File: src/rtl/ascon_fsm_aead.sv
// -----------------------------------------------------------------------------
// ascon_fsm_aead
//
// Control sequencer for an ASCON-128 authenticated encryption. It steps the
// permutation datapath through initialization (p12), N_AD associated-data
// blocks (p6 each), N_PT plaintext blocks (p6 each) and finalization (p12),
// one permutation round per clock. Data blocks are taken from an upstream
// source with a valid/ready handshake; the first round of every block runs in
// the handshake cycle itself.
//
// Parameters
//   N_AD                number of associated-data blocks (1..15)
//   N_PT                number of plaintext blocks (1..15)
//
// Ports
//   clock_i             clock, rising edge
//   reset_i             asynchronous active-high reset, forces IDLE
//   start_i             start request, sampled only in IDLE
//   data_valid_i        upstream holds a valid AD/PT block
//   data_ready_o        a block can be consumed this cycle
//   round_o             round index for the constant addition (0..11)
//   en_perm_o           state register loads the permutation output
//   sel_perm_o          0: permutation input is IV||K||N, 1: state feedback
//   en_xor_data_o       XOR the data block into the rate before the round
//   en_xor_key_begin_o  XOR 0||K into the state before the round
//   en_xor_key_end_o    XOR the key into the lower 128 bits after the round
//   en_xor_lsb_o        XOR the domain-separation bit after the round
//   en_cipher_o         ciphertext register captures the rate
//   en_tag_o            tag register captures the final lower 128 bits
//   busy_o              high in every state except IDLE
//   end_o               one-cycle pulse when the tag is valid
// -----------------------------------------------------------------------------
module ascon_fsm_aead #(
  parameter int unsigned N_AD = 1,
  parameter int unsigned N_PT = 4
) (
  input  logic       clock_i,
  input  logic       reset_i,
  input  logic       start_i,
  input  logic       data_valid_i,
  output logic       data_ready_o,
  output logic [3:0] round_o,
  output logic       en_perm_o,
  output logic       sel_perm_o,
  output logic       en_xor_data_o,
  output logic       en_xor_key_begin_o,
  output logic       en_xor_key_end_o,
  output logic       en_xor_lsb_o,
  output logic       en_cipher_o,
  output logic       en_tag_o,
  output logic       busy_o,
  output logic       end_o
);

  typedef enum logic [2:0] {
    S_IDLE    = 3'd0,
    S_INIT    = 3'd1,
    S_WAIT_AD = 3'd2,
    S_AD      = 3'd3,
    S_WAIT_PT = 3'd4,
    S_PT      = 3'd5,
    S_FIN     = 3'd6,
    S_DONE    = 3'd7
  } state_t;

  localparam logic [3:0] ROUND_FIRST = 4'd0;
  localparam logic [3:0] ROUND_P6    = 4'd6;  // first round of a p6 block
  localparam logic [3:0] ROUND_LAST  = 4'd11;

  // Block counts saturated into the legal 1..15 range so the 4-bit down
  // counter can never start at zero or wrap.
  localparam logic [3:0] N_AD_C = (N_AD < 1) ? 4'd1 : (N_AD > 15) ? 4'd15 : 4'(N_AD);
  localparam logic [3:0] N_PT_C = (N_PT < 1) ? 4'd1 : (N_PT > 15) ? 4'd15 : 4'(N_PT);

  // ---------------------------------------------------------------------------
  // State, counters and registered (Moore) output flags
  // ---------------------------------------------------------------------------
  state_t     state_q, state_d;
  logic [3:0] round_q, round_d;
  logic [3:0] blk_q,   blk_d;

  logic ready_q,   ready_d;
  logic perm_q,    perm_d;
  logic sel_q,     sel_d;
  logic key_end_q, key_end_d;
  logic lsb_q,     lsb_d;
  logic tag_q,     tag_d;
  logic end_q,     end_d;
  logic busy_q,    busy_d;
  logic pt_wait_q, pt_wait_d;  // waiting for a PT block
  logic pt_last_q, pt_last_d;  // the next PT handshake is the final block

  logic hs;                    // handshake in a WAIT state

  // ---------------------------------------------------------------------------
  // Next-state logic
  // ---------------------------------------------------------------------------
  always_comb begin
    state_d = state_q;
    round_d = round_q;
    blk_d   = blk_q;

    case (state_q)
      S_IDLE: begin
        if (start_i) begin
          state_d = S_INIT;
          round_d = ROUND_FIRST;
        end
      end

      S_INIT: begin
        if (round_q == ROUND_LAST) begin
          state_d = S_WAIT_AD;
          round_d = ROUND_P6;
          blk_d   = N_AD_C;
        end else begin
          round_d = round_q + 4'd1;
        end
      end

      S_WAIT_AD: begin
        // Round 6 of the block executes in the handshake cycle.
        if (data_valid_i) begin
          state_d = S_AD;
          round_d = ROUND_P6 + 4'd1;
          blk_d   = blk_q - 4'd1;
        end
      end

      S_AD: begin
        if (round_q == ROUND_LAST) begin
          round_d = ROUND_P6;
          if (blk_q == 4'd0) begin
            state_d = S_WAIT_PT;
            blk_d   = N_PT_C;
          end else begin
            state_d = S_WAIT_AD;
          end
        end else begin
          round_d = round_q + 4'd1;
        end
      end

      S_WAIT_PT: begin
        if (data_valid_i) begin
          blk_d = blk_q - 4'd1;
          if (blk_q == 4'd1) begin
            // Last PT block: round 0 of finalization runs in this cycle.
            state_d = S_FIN;
            round_d = ROUND_FIRST + 4'd1;
          end else begin
            state_d = S_PT;
            round_d = ROUND_P6 + 4'd1;
          end
        end
      end

      S_PT: begin
        if (round_q == ROUND_LAST) begin
          state_d = S_WAIT_PT;
          round_d = ROUND_P6;
        end else begin
          round_d = round_q + 4'd1;
        end
      end

      S_FIN: begin
        if (round_q == ROUND_LAST) begin
          state_d = S_DONE;
          round_d = ROUND_FIRST;
        end else begin
          round_d = round_q + 4'd1;
        end
      end

      S_DONE: begin
        state_d = S_IDLE;
        round_d = ROUND_FIRST;
      end

      default: begin
        state_d = S_IDLE;
        round_d = ROUND_FIRST;
        blk_d   = 4'd0;
      end
    endcase
  end

  // ---------------------------------------------------------------------------
  // Moore flags decoded from the next state, so once registered they line up
  // with state_q/round_q in the same cycle.
  // ---------------------------------------------------------------------------
  always_comb begin
    ready_d   = (state_d == S_WAIT_AD) || (state_d == S_WAIT_PT);
    perm_d    = (state_d == S_INIT) || (state_d == S_AD) ||
                (state_d == S_PT)   || (state_d == S_FIN);
    // Only the very first INIT round reads the freshly loaded IV||K||N.
    sel_d     = perm_d && !((state_d == S_INIT) && (round_d == ROUND_FIRST));
    key_end_d = ((state_d == S_INIT) || (state_d == S_FIN)) && (round_d == ROUND_LAST);
    lsb_d     = (state_d == S_AD) && (round_d == ROUND_LAST) && (blk_d == 4'd0);
    tag_d     = (state_d == S_FIN) && (round_d == ROUND_LAST);
    end_d     = (state_d == S_DONE);
    busy_d    = (state_d != S_IDLE);
    pt_wait_d = (state_d == S_WAIT_PT);
    pt_last_d = (state_d == S_WAIT_PT) && (blk_d == 4'd1);
  end

  // ---------------------------------------------------------------------------
  // State register
  // ---------------------------------------------------------------------------
  always_ff @(posedge clock_i or posedge reset_i) begin
    if (reset_i) begin
      state_q   <= S_IDLE;
      round_q   <= 4'd0;
      blk_q     <= 4'd0;
      ready_q   <= 1'b0;
      perm_q    <= 1'b0;
      sel_q     <= 1'b0;
      key_end_q <= 1'b0;
      lsb_q     <= 1'b0;
      tag_q     <= 1'b0;
      end_q     <= 1'b0;
      busy_q    <= 1'b0;
      pt_wait_q <= 1'b0;
      pt_last_q <= 1'b0;
    end else begin
      state_q   <= state_d;
      round_q   <= round_d;
      blk_q     <= blk_d;
      ready_q   <= ready_d;
      perm_q    <= perm_d;
      sel_q     <= sel_d;
      key_end_q <= key_end_d;
      lsb_q     <= lsb_d;
      tag_q     <= tag_d;
      end_q     <= end_d;
      busy_q    <= busy_d;
      pt_wait_q <= pt_wait_d;
      pt_last_q <= pt_last_d;
    end
  end

  // ---------------------------------------------------------------------------
  // Outputs. The WAIT states are Mealy: a handshake runs the block's first
  // round in the same cycle, so those enables follow data_valid_i directly.
  // During a stall round_q holds the p6 start value.
  // ---------------------------------------------------------------------------
  assign hs = ready_q & data_valid_i;

  assign data_ready_o       = ready_q;
  assign en_perm_o          = perm_q | hs;
  assign sel_perm_o         = sel_q | hs;
  assign en_xor_data_o      = hs;
  assign en_cipher_o        = hs & pt_wait_q;
  assign en_xor_key_begin_o = hs & pt_last_q;
  assign en_xor_key_end_o   = key_end_q;
  assign en_xor_lsb_o       = lsb_q;
  assign en_tag_o           = tag_q;
  assign busy_o             = busy_q;
  assign end_o              = end_q;
  assign round_o            = (hs & pt_last_q) ? ROUND_FIRST : round_q;

endmodule

File: config.mk
export PLATFORM = sky130hd
export DESIGN_NAME = ascon_fsm_aead
export DESIGN_NICKNAME = d
export VERILOG_FILES = /design/src/rtl/ascon_fsm_aead.sv
export SDC_FILE = /design/constraint.sdc
export NUM_CORES = 1
export LEC_CHECK = 0
export BUFFER_PORTS_ARGS = -buffer_cell sky130_fd_sc_hd__buf_2
export CAP_MARGIN = 20
export CORE_MARGIN = 2
export CORE_UTILIZATION = 40
export DETAILED_ROUTE_END_ITERATION = 7
export GPL_ROUTABILITY_DRIVEN = 0
export HOLD_SLACK_MARGIN = 0.12
export SYNTH_ARGS = -nofsm -noshare
export SYNTH_HDL_FRONTEND = slang
export SYNTH_SLANG_ARGS = --single-unit
File: constraint.sdc
create_clock -name clock_i -period 2.1 [get_ports clock_i]
set_input_delay 0 -clock clock_i [delete_from_list [all_inputs] [get_ports clock_i]]
set_output_delay 0 -clock clock_i [all_outputs]
set_load 0.02 [all_outputs]
# Yosys cells after proc, flatten, opt, wreduce, memory -nomap -nowiden
# Cells that the tools add are included.
[classes]
add_sub_neg = 2
n_mul = 0
n_div = 0
order_cmp = 0
n_eq_ne = 18
n_shift = 0
n_mux = 23
bitwise_logic = 5
n_reduce_logical = 20
[ops]
columns = ["operator", "n"]
rows = [
  ["$mux W4", 10],
  ["$mux W3", 9],
  ["$eq A3 B3 Y1 const B", 8],
  ["$pmux W3 S8", 1],
  ["$pmux W4 S6", 1],
  ["$eq A3 B2 Y1 const B", 4],
  ["$logic_not A4 Y1", 3],
  ["$pmux W4 S3", 1],
  ["$eq A4 B1 Y1 const B", 2],
  ["$eq A4 B4 Y1 const B", 2],
  ["$logic_and A1 B1 Y1", 7],
  ["$eq A3 B1 Y1 const B", 2],
  ["$logic_or A1 B1 Y1", 5],
  ["$add A4 B1 Y4 const B", 1],
  ["$sub A4 B1 Y4 const B", 1],
  ["$and A1 B1 Y1", 3],
  ["$logic_not A3 Y1", 1],
  ["$reduce_bool A3 Y1", 1],
  ["$reduce_or A3 Y1", 1],
  ["$mux W2", 1],
  ["$or A1 B1 Y1", 2],
  ["$reduce_or A2 Y1", 1],
  ["$logic_not A1 Y1", 1],
]
[totals]
reg_bits = 21
latchBits = 0
mem_bits_rw = 0
mem_bits_ro = 0
input_bits = 4
out_inout_bits = 15
elab_cells = 81
memories = 0

# Depth between registers and ports, before layout
[depth]
word_depth = 9
depth_mapped = 7
mapped_depth_nobuf = 7

# Worst setup path before layout
# OpenSTA, ideal clock, no wires.
[synth_timing]
kind = "flip-flop to flip-flop"
from = "register round_q[0]"
to = "register sel_q"
setup_ns = 0.128
arrival_time_ns = 1.734
required_ns = 1.972
path_slack_ns = 0.237
stages_incl_launch_ff = 8
n_path_buf = 1
synth_period_minus_slack_ns = 1.863
path_cell_list = "dfrtp_1 > ha_1 > and3b_1 > clkbuf_1 > o211ai_1 > o221ai_4 > nor4_1 > a21boi_1"
[synth_via]
word_cells_on_any_way = 24
classes_between = "add/sub: 1; eq/ne: 5; mux: 11; reduce/logical: 7"
[synth_rtl]
columns = ["element", "line", "rtl"]
rows = [
  ["start, declared", "79", "logic [3:0] round_q, round_d;"],
  ["start signal, assigned", "228", "round_q <= round_d;"],
  ["$add A4 B1 Y4 / $eq A4 B4 Y1 (equally long branches)", "-", ""],
  ["$mux W4 (on tied branches)", "-", ""],
  ["$pmux W4 S6 *", "103", "case (state_q)"],
  ["named net round_d[1]", "79", ""],
  ["$logic_not A4 Y1 *", "198", "sel_d = perm_d && !((state_d == S_INIT) && (round_d == ROUND_FIRST));"],
  ["$logic_and A1 B1 Y1 *", "198", ""],
  ["$logic_not A1 Y1 *", "198", ""],
  ["$logic_and A1 B1 Y1 *", "198", ""],
  ["named net sel_d", "84", "logic sel_q, sel_d;"],
  ["end signal, assigned", "232", "sel_q <= sel_d;"],
  ["end, declared", "84", ""],
]
# The timed path passes the listed nets; every way through them passes the cells marked *.

# Worst setup path after layout
[layout_timing]
from = "register state_q[0]"
to = "register pt_last_q"
[layout_via]
elab_chain_len = 5
word_cells_on_any_way = 21
classes_between = "eq/ne: 9; mux: 9; reduce/logical: 3"
[layout_lines]
columns = ["element", "line", "rtl"]
rows = [
  ["start, declared", "78", "state_t state_q, state_d;"],
  ["start signal, assigned", "227", "state_q <= state_d;"],
  ["$eq A3 B3 Y1 / $eq A3 B2 Y1 (equally long branches)", "103", ""],
  ["$reduce_or A2 Y1 (no source line)", "-", ""],
  ["$pmux W4 S3 *", "103", ""],
  ["named net blk_d[2]", "80", "logic [3:0] blk_q, blk_d;"],
  ["$eq A4 B1 Y1 *", "205", "pt_last_d = (state_d == S_WAIT_PT) && (blk_d == 4'd1);"],
  ["$logic_and A1 B1 Y1 *", "205", ""],
  ["named net pt_last_d", "91", "logic pt_last_q, pt_last_d;"],
  ["end signal, assigned", "239", "pt_last_q <= pt_last_d;"],
  ["end, declared", "91", ""],
]
# Marked as above.

==> metrics.md <==
| Metric | Value |
|---|---|
| Status | completed |
| Critical Path Start | state_q[0] |
| Unique masters post-synth | 55 |
| GRT Total Usage | 0.196 |
| Initial Util | 0.421 |
| Num CTS Buffers | 3 |
| Mapped Nets | 166 |
| Achievable Freq | 0.505 GHz |
| RSZ-0062 raised after global routing | false |
| Startpoint types | flip-flop |
| R2R Setup Slk | 120 ps |
| Die width | 63.5 um |
| Mapped Cells | 159 |
| Synthesized area per cell | 8.91 um^2 |
| Clock Skew | 0.855 ps |
| Root Driver | clkbuf_4 |
| Final hold vios | 0 |
| DP Area | 1670 um^2 |
| Post-synth top flop | dfrtp_1 |
| Vert. Die Dim | 63.5 um |
| Cell Rows | 21 |
| Final Cycle Share | 0.943 |
| Port bufs | 18 |
| CTS tree | yes |
| Post-route ant nets | 0 |
| Crit path DAT | 2190 ps |
| Clk buf depth | 2 |
| Total Nets Final | 200 |
| Critical-path maximum fanout | 16 |
| Max Slew Vio Count | 0 |
| Worst IR Drop VDD | 0.000406 V |
| Post-route setup TNS | 0 ps |
| Critical path class | reg -> reg |
| Final number of setup-violating endpoints | 0 |
| Worst Max-Slew Pin Slew | 784 ps |
| Reg2reg path depth | 5 |
| Maxcap violations | 0 |
| Post-synth EDFFs | 0 |
| Sequential-to-total area share from yosys stat | 0.371 |
| Fill cell count | 328 |
| Cell Area, Synth | 1420 um^2 |
| Crit. End Element | flip-flop |
| Core area | 3360 um^2 |
| PD cells | 1270 nW/um^2 |
| Finished Layout Cells | 238 |
| Vias | 1,347 |
| Drc violations | 0 |
| Vias in the first global route | 1,319 |
| Worst Path Required | 2310 ps |
| I/O pin total | 19 |
| Total grt overflow | 0 |
| Launch point of the worst reg-to-reg path | state_q[0] |
| Min-Delay Path Class | in -> reg |
| Inst Count DP | 233 |
| Starting DRC count in detailed routing | 54 |
| H-tree depth | 1 |
| Top post-synthesis cells by area | dfrtp_1, nand2_1, nor2_1 |
| Drt wl/cell | 15.4 um |
| Hold_sp | start_i |
| Pin count of the biggest net entering global routing | 22 |
| Reg2reg end | pt_last_q |
| Hold path cells | 4 |
| #FFs+latches synth | 21 |
| Vias per cell | 5.66 |
| DRT Pass-1 Iters | 4 |
| Top cells by count, synth | dfrtp_1, nand2_1, nor2_1, inv_1, o21ai_0 |
| Global-route wire length before repair | 6250 um |
| Biggest area consumer among synthesized cells | dfrtp_1 |
| Tmin final | 1980 ps |
| Clk sink count | 21 |
| Yosys warns | 0 |
| Initial antenna violation count | 0 |
| Max_slew headroom | 0.477 |
| Ant diodes | 0 |
| DIE AREA | 4030 um^2 |
| CP endpoint | pt_last_q |
| Clk_lat worst skew | 310 ps |
| Synthesis-to-finish area growth | 21.7% |
| Placed wire-length estimate | 2860 um |
| WL final | 3670 um |
| Area share of the largest cell type after synthesis | 0.371 |
| Clk slew on worst S/H paths | 130 ps |
| Design Area, Final | 1720 um^2 |
| Top-count cell post-synth | dfrtp_1 |
| Pleak | 0.785 nW |
| Layout cells sized above 1 | 0.286 |
| Ys async rst share | 1.00 |
[what timing repair did]
action / CTS / global route
buffers inserted: 0 / 0
endpoints found under the hold margin: 21 / 0
gates resized for setup: 0 / 5
setup endpoints to repair: 0 / 2
hold buffers: 1 / 0
[how the worst min path moves through the flow]
stage          slack, ps    endpoint
2_1_floorplan        -20    blk_q[0]
3_3_place_gp         190      perm_q
3_5_place_dp         200   pt_last_q
4_1_cts              190  round_q[0]
5_1_grt              230  round_q[0]
6_report             190  round_q[0]
[kinds of logic after synthesis]
group                      synth area share
AOI/OAI and AO/OA                     0.208
xor gates and xnor gates             0.0186
muxes                               0.00707
buffers and inverters                0.0530
adders and majority gates            0.0265
DFF                                   0.371
and+or+nand+nor                       0.316
[sequential cells by signal, summed over array words and instances, names as in the netlist]
name / flops
pt_last_q: 1
pt_wait_q: 1
en_xor_lsb_o: 1
busy_o: 1
round_q: 4
end_o: 1
sel_q: 1
perm_q: 1
en_xor_key_end_o: 1
en_tag_o: 1
state_q: 3
data_ready_o: 1
blk_q: 4
[per-stage QoR]
step / total power, W / setup slack (ps) / hold WS (ps) / util
2_1_floorplan: 0.00152 / 237 / -23.5 / -
3_3_place_gp: 0.00194 / 152 / 190 / 0.496
3_5_place_dp: 0.00195 / 129 / 195 / 0.496
4_1_cts: 0.00216 / 115 / 190 / 0.507
5_1_grt: 0.00236 / 2.43 / 235 / 0.513
6_report: 0.00219 / 120 / 194 / 0.513
[where the power goes]
part           switching (W)  internal [W]  leakage (nW)
Combinational       0.000757      0.000584         0.519
Sequential          0.000121      0.000516         0.248
Clock               0.000138     0.0000712        0.0177
Total                0.00102       0.00117         0.785
[critical path, stage by stage, from the launching register on]
cell	delay [ps]
dfrtp_1	550
buf_4	260
or4_1	520
o211ai_1	120
or2_1	190
and4bb_1	240
[metal layers]
layer	vias up	GRT usage	routed length, um
met1	652	0.246	1640
met3	8	0.0286	163
met5	-	0	0
li1	642	-	-
met2	45	0.350	1810
met4	0	0.0516	53
[cells in the final DEF, fill, tap and decap left out, drive strengths merged, types with 3 or more instances in the layout]
| cell type | synthesis | layout |
|---|---|---|
| o22ai | 4 | 4 |
| and2 | 4 | 4 |
| nand4 | 3 | 3 |
| nor2b | 5 | 5 |
| and3 | 3 | 3 |
| nor3 | 4 | 4 |
| dfrtp | 21 | 21 |
| ha | 3 | 3 |
| a21oi | 5 | 5 |
| nand2 | 18 | 18 |
| nor2 | 14 | 14 |
| buf | 7 | 38 |
| clkbuf | 3 | 3 |
| nand3 | 4 | 4 |
| inv | 8 | 8 |
| o21ai | 8 | 8 |
| o211ai | 3 | 3 |
| or2 | 4 | 4 |
[cell type report]
type / count / area, um^2 / share of cell area
multi-input cells: 120 / 831 / 0.482
flip-flops and latches: 21 / 528 / 0.306
repair buffers: 39 / 250 / 0.145
well taps: 46 / 57.6 / 0.0334
inverters: 8 / 30.0 / 0.0174
clock buffers: 3 / 22.5 / 0.0131
clock inverters: 1 / 5.00 / 0.00290
Note: power is estimated with default switching activity, not from simulation.
